--- config.mk ---
export PLATFORM = sky130hd
export DESIGN_NAME = serial_add32
export DESIGN_NICKNAME = d
export VERILOG_FILES = /design/src/rtl/serial_add32.sv
export SDC_FILE = /design/constraint.sdc
export NUM_CORES = 1
export LEC_CHECK = 0
export CORE_MARGIN = 1
export CORE_UTILIZATION = 55
export CTS_CLUSTER_SIZE = 20
export DETAILED_ROUTE_END_ITERATION = 8
export DONT_BUFFER_PORTS = 1
export PLACE_DENSITY = 0.69
export SLEW_MARGIN = 25
export SYNTH_ARGS = -nofsm -noshare
export SYNTH_HDL_FRONTEND = slang
export SYNTH_SLANG_ARGS = --single-unit
--- constraint.sdc ---
create_clock -name clk -period 7.1 [get_ports clk]
set_input_delay 0.355 -clock clk [delete_from_list [all_inputs] [get_ports clk]]
set_output_delay 0.355 -clock clk [all_outputs]
set_load 0.01 [all_outputs]
--- src/rtl/serial_add32.sv ---
// serial_add32: byte-serial multi-byte adder built around one selectAdd8
// carry-select adder. Each cycle one byte pair is summed, starting with the
// least-significant byte. A register carries the carry from one cycle to the next.
// Optional feature macro: SERIAL_ADD_OVF_EN adds a registered signed-overflow
// output 'ovf'.

// selectAdd8: 8-bit carry-select adder. The low nibble is a ripple add.
// The high nibble is precomputed for both carry-in values, and the low
// nibble's carry selects one of the two results.
module selectAdd8 (
    input  logic [7:0] a,
    input  logic [7:0] b,
    input  logic       cin,
    output logic [7:0] sum,
    output logic       cout
);

    logic [4:0] lo;
    logic [4:0] hi0;
    logic [4:0] hi1;

    // low nibble ripple and both speculative high-nibble sums
    always_comb begin
        lo  = {1'b0, a[3:0]} + {1'b0, b[3:0]} + {4'b0000, cin};
        hi0 = {1'b0, a[7:4]} + {1'b0, b[7:4]};
        hi1 = {1'b0, a[7:4]} + {1'b0, b[7:4]} + 5'd1;
    end

    // carry from the low nibble selects the high-nibble result
    always_comb begin
        sum[3:0] = lo[3:0];
        if (lo[4]) begin
            sum[7:4] = hi1[3:0];
            cout     = hi1[4];
        end else begin
            sum[7:4] = hi0[3:0];
            cout     = hi0[4];
        end
    end

endmodule

module serial_add32 #(
    parameter int NBYTES = 4
) (
    input  logic                clk,
    input  logic                reset,
    input  logic                start,
    input  logic [8*NBYTES-1:0] a,
    input  logic [8*NBYTES-1:0] b,
    input  logic                cin,
    output logic                busy,
    output logic                done,
    output logic [8*NBYTES-1:0] sum,
`ifdef SERIAL_ADD_OVF_EN
    output logic                ovf,
`endif
    output logic                cout
);

    localparam int W  = 8 * NBYTES;
    localparam int IW = $clog2(NBYTES);

    typedef enum logic [1:0] {
        IDLE = 2'd0,
        ADD  = 2'd1,
        DONE = 2'd2
    } state_t;

    state_t        state;
    state_t        state_nx;
    logic [IW-1:0] idx;
    logic [IW+2:0] off;
    logic [W-1:0]  a_reg;
    logic [W-1:0]  b_reg;
    logic          carry;
    logic          last;
    logic          load;
    logic [7:0]    add_a;
    logic [7:0]    add_b;
    logic [7:0]    add_sum;
    logic          add_cout;

    // bit offset of the current byte
    assign off  = {idx, 3'b000};
    assign last = (idx == IW'(NBYTES - 1));

    // present the current byte pair to the adder
    always_comb begin
        add_a = a_reg[off +: 8];
        add_b = b_reg[off +: 8];
    end

    selectAdd8 u_add (
        .a    (add_a),
        .b    (add_b),
        .cin  (carry),
        .sum  (add_sum),
        .cout (add_cout)
    );

    // state register
    always_ff @(posedge clk) begin
        if (reset) begin
            state <= IDLE;
        end else begin
            state <= state_nx;
        end
    end

    // next-state logic and status outputs
    always_comb begin
        state_nx = state;
        busy     = 1'b0;
        done     = 1'b0;
        load     = 1'b0;
        case (state)
            IDLE: begin
                if (start) begin
                    load     = 1'b1;
                    state_nx = ADD;
                end
            end
            ADD: begin
                busy = 1'b1;
                if (last) begin
                    state_nx = DONE;
                end
            end
            DONE: begin
                done = 1'b1;
                if (start) begin
                    load     = 1'b1;
                    state_nx = ADD;
                end else begin
                    state_nx = IDLE;
                end
            end
            default: state_nx = IDLE;
        endcase
    end

    // operand capture, carry chain, byte index and result collection
    always_ff @(posedge clk) begin
        if (reset) begin
            a_reg <= '0;
            b_reg <= '0;
            carry <= 1'b0;
            idx   <= '0;
            sum   <= '0;
            cout  <= 1'b0;
        end else if (load) begin
            a_reg <= a;
            b_reg <= b;
            carry <= cin;
            idx   <= '0;
        end else if (state == ADD) begin
            sum[off +: 8] <= add_sum;
            carry         <= add_cout;
            if (last) begin
                cout <= add_cout;
                idx  <= '0;
            end else begin
                idx  <= idx + 1'b1;
            end
        end
    end

`ifdef SERIAL_ADD_OVF_EN
    // signed overflow, registered on the final byte together with sum
    always_ff @(posedge clk) begin
        if (reset) begin
            ovf <= 1'b0;
        end else if (state == ADD && last) begin
            ovf <= (a_reg[W-1] == b_reg[W-1]) && (add_sum[7] != a_reg[W-1]);
        end
    end
`endif

endmodule
* After elaboration in Yosys (flattened, before gate mapping) *
Cells that the tools add are included.
W data, S select, Z words.

word-level totals
  latch bits = 0
  register bits = 102
  ROM bits = 0
  output and inout port bits = 35
  RAM bits = 0
  memories kept = 0

operators by class
  multipliers = 0
  bitwise operators = 1
  equality and inequality tests = 5
  div/mod/pow operators = 0
  add/subtract/negate cells = 6
  mux-type cells = 14
  $lt $le $gt $ge = 0
  reductions and logical operators = 7
  shift-type cells = 4

operators with widths
  cell                      count
  $shiftx A32 B6 Y8         2
  $bwmux W32                1
  $shift A8 B7 Y32 const A  1
  $shiftx A8 B7 Y32         1
  $add A4 B4 Y5             2
  $mux W1                   8
  $neg A5 Y7                1
  $mux W2                   3
  $pmux W2 S3               1
  $add A5 B1 Y5             1
  $add A5 B1 Y5 const B     1
  $eq A2 B2 Y1 const B      2
  $mux W4                   1
  $ne A2 B2 Y1 const B      2
  $reduce_and A2 Y1         2
  $reduce_or A2 Y1          2
  $reduce_and A3 Y1         1
  $add A2 B1 Y2 const B     1
  $eq A2 B1 Y1 const B      1
  $logic_not A2 Y1          1
  $reduce_bool A2 Y1        1
  $not A1 Y1                1

* Longest topological paths before layout *
  word-level depth = 6
  gate-level depth with buffers = 13
  gate-level depth less buffers = 11

* Hierarchy *
From an unflattened synthesis, not the netlist that was laid out.

second synthesis, totals
  cells, all modules = 498
  area total of the unflattened synthesis = 4,473.0 µm²

modules (own cells, without submodules)
  module        sequential area each (µm²)  area an instance (µm²)  cells each  instances
  serial_add32  2,042.0                     4,088.9                 451         1
  selectAdd8    0.0                         384.1                   47          1

* Worst setup path before layout *
Ideal clock, no wire load.

  path kind = flip-flop to flip-flop
  from = register idx[0]
  to = register sum[23]
  clock period less this slack = 3.310 ns
  arrival time = 3.183 ns
  setup slack = 3.790 ns
  cell stages (with the launch flop) = 12
  required time = 6.972 ns
  path buffers = 2
  library setup time = 0.128 ns
  path through = dfxtp_1 buf_2 buf_2 mux4_2 ha_1 inv_1 fa_1 nand2b_1 a2111oi_2 xnor3_1 a22oi_1 nor2_1

on the way
  word-level cells in the longest chain between the ends = 6
  elaborated cells between the ends (all ways) = 11
  those cells by class = add/sub (5); shift (4); mux (2)

ends and longest elaborated chain
  what                                  line        text
  start: declaration                    72          logic [IW-1:0] idx;
  start signal: assignment              164         idx <= idx + 1'b1;
  $shiftx A32 B6 Y8 (on tied branches)  90, 91
  $add A4 B4 Y5 (on tied branches)      25, 26, 24
  $add A5 B1 Y5 (on tied branches)      26, 24
  $mux W4                               32          if (lo[4]) begin
  $shiftx A8 B7 Y32                     158         sum[off +: 8] <= add_sum;
  $bwmux W32 *                          158
  end signal: indexed assignment        158
  end: declaration                      54          output logic [8*NBYTES-1:0] sum,

Mark *: on every way between the ends. The rest lies on a longest branch, timed or not.
A chain may end at the register's enable or synchronous reset.

* Worst setup path after layout *
  from = register idx[1]
  to = register sum[30]

Same word-level chain as after synthesis.

==> flow_metrics.tcl <==
set metrics [dict create \
    irDropWorstVdd_v 0.000125 \
    final-max-slew-violation-count 0 \
    max_stage_delay_ns 0.71 \
    htree_levels 3 \
    grt_max_degree 104 \
    gp_congestion 0.867 \
    tns_ns 0 \
    ios 103 \
    slew_headroom_pct 44.0 \
    grt_pass1_wl_um 15900 \
    drtIter0Drc 152 \
    synthFlopType "dfxtp_1" \
    ys_seq_elements 102 \
    wl_per_cell_um 16.7 \
    cts_hold_buffers 0 \
    min_period_over_period_pct 44.1 \
    routed_via_density 5.72 \
    first_pass_iters 4 \
    initial_core_util_pct 56.9 \
    cts.reportedPaths.clkPinSlew_ns 0.10 \
    rsz0062_at_grt "no" \
    antenna_found_initial 0 \
    clk_latency_ns 0.36 \
    syn-cell-area_um2 4400 \
    syn_nets 580 \
    fp.dieW_um 91.4 \
    nNetsFinal 563 \
    met2_usage_pct 41.0 \
    final_util_pct 60.0 \
    cap_violations 0 \
    grt_busiest_layer "met2" \
    synth_cell_types 42 \
    ys_seq_area_share_pct 46.4 \
    max_freq_mhz 319 \
    synthArstFlopShare_pct 0 \
    cts_root_buf "clkbuf_8" \
    layout-drive-gt1-share_pct 9.73 \
    gr-usage-met1_pct 31.4 \
    track_usage_pct 24.6 \
    powerDensity_nw_per_um2 239 \
    required_ns 7.40 \
    via_count 3344 \
    grt_pass1_vias 3188 \
    die_h_um 91.4 \
    core_area_um2 7730 \
    status "finished, final reports clean" \
    synthToLayoutAreaGrowth_pct 5.35 \
    drtAntennaViolNets 0 \
    hold_viol_final 0 \
    cts_resized 0 \
    postCtsSetupBuffers 0 \
    crit_fanout 20 \
    grt_overflow 0 \
    cts_buffer_depth 2 \
    avgSynthCellArea_um2 8.89 \
    wl_um 9790 \
    endpoint_kind "flop" \
    setup_viol_count_final 0 \
    antenna_cells 0 \
    min_period_ns 3.13 \
    design_area_um2 4630 \
    hold_slack_ns 0.0488 \
    worst_slew_pin_slew_ns 0.833 \
    path_cells "mux4_2, fa_1, inv_1, fa_1, nand2b_1, a211oi_1, xnor2_1, a22oi_1, nor2_1" \
    skew_ns 0.0102 \
    n_fill_cell 706 \
    hp-class "in2reg" \
    hpwl_um 6930 \
    worst-setup-path-type "reg2reg" \
    cts_sinks 102 \
    leakagePower_nw 1.71 \
    fp-row-count 32 \
    crit_top_cell "fa_1" \
    critPathLaunchType "flop" \
    cts_tree "built" \
    drcViolationCount 0 \
    io_buffers 0 \
    synthCells 495 \
    grt.met3_usage_pct 6.28 \
    numCtsBuffers 9 \
    post_dp_cell_area_um2 4440 \
    ys_warn_count 0 \
    cp_slowest_cell "dfxtp_2" \
    synth_enable_flop_cells 0 \
    die_area_um2 8360 \
    arrival_ns 3.43 \
]
cell families after synthesis:
group                      count (synthesis)  share of synthesized area, %
xor gates and xnor gates                   7                          1.71
AOI/OAI and AO/OA                        113                          15.5
and+or+nand+nor                          194                          18.5
DFF                                      102                          46.4
buffers and inverters                     45                          4.01
muxes                                     17                          8.45
adders and majority gates                 17                          5.35
cells in the final DEF (no fill, tap or decap), drive strengths merged, types with 5 or more instances in the layout:
master / instances
nand2: 135
dfxtp: 102
a21oi: 72
nor2: 37
a22oi: 32
mux4: 16
inv: 15
ha: 14
clkbuf: 10
nand2b: 5
area by class of cell:
cell class / count / area (um^2) / area share, %
Sequential cell: 102 / 2040 / 44.1
Inverter: 14 / 53.8 / 1.16
Multi-Input combinational cell: 348 / 2190 / 47.3
Timing Repair Buffer: 3 / 22.5 / 0.486
Tap cell: 102 / 128 / 2.75
Clock buffer: 10 / 128 / 2.75
Clock inverter: 6 / 68.8 / 1.48
per-layer routing:
| layer | part of all wire [%] | wire length, um |
|---|---|---|
| met1 | 43 | 4240 |
| met2 | 50 | 4860 |
| met3 | 5.7 | 559 |
| met4 | 1.3 | 127 |
| met5 | 0 | 0 |
final timing paths:
check / from / endpoint / slack, ns / cells after the start
setup reg to reg: idx[1] / sum[30] / 3.97 / 9
hold reg to reg: a_reg[27] / a_reg[27] / 0.45 / 2
hold / removal: reset / a_reg[16] / 0.05 / 1
setup / recovery: idx[1] / sum[30] / 3.97 / 9
report_power, final:
part,leakage (nW),switching (mW),internal (mW)
Sequential,0.833,0.0166,0.598
Combinational,0.783,0.0786,0.0500
Clock,0.0973,0.199,0.166
through the flow:
step	instances	power (mW)	setup slack [ns]
global route	585	1.16	3.71
detailed placement	569	0.758	3.64
CTS	585	1.12	3.63
finish	585	1.11	3.97
floorplan	495	0.731	3.79
global placement	569	0.754	3.71
synthesized netlist by cell type (2+ instances only):
master      n  area share [%]
nand2b_1    4            0.57
inv_1      13             1.1
ha_1       14             4.0
xor2_1      2            0.40
fa_1        3             1.4
nor2_1     37             3.2
buf_1       8            0.68
nor2b_1     2            0.28
nor3_1      2            0.23
and3_1      2            0.28
a22oi_1    32             5.5
buf_2       5            0.57
dfxtp_1   102              46
nand2_1   134              11
mux4_2     16             8.2
clkbuf_1   18             1.5
nand3_1     2            0.23
xnor2_1     4            0.80
a21oi_1    72             8.2
worst max-delay path: cells and delay by family, from the launching register on:
| family | cells | cell delay (ns) |
|---|---|---|
| flops | 1 | 0.71 |
| compound gates | 2 | 0.28 |
| xor+xnor | 1 | 0.48 |
| simple gates | 2 | 0.33 |
| mux | 1 | 0.59 |
| fa+ha+maj | 2 | 0.60 |
| buf+inv | 1 | 0.08 |
(Power assumes the default switching activity.)
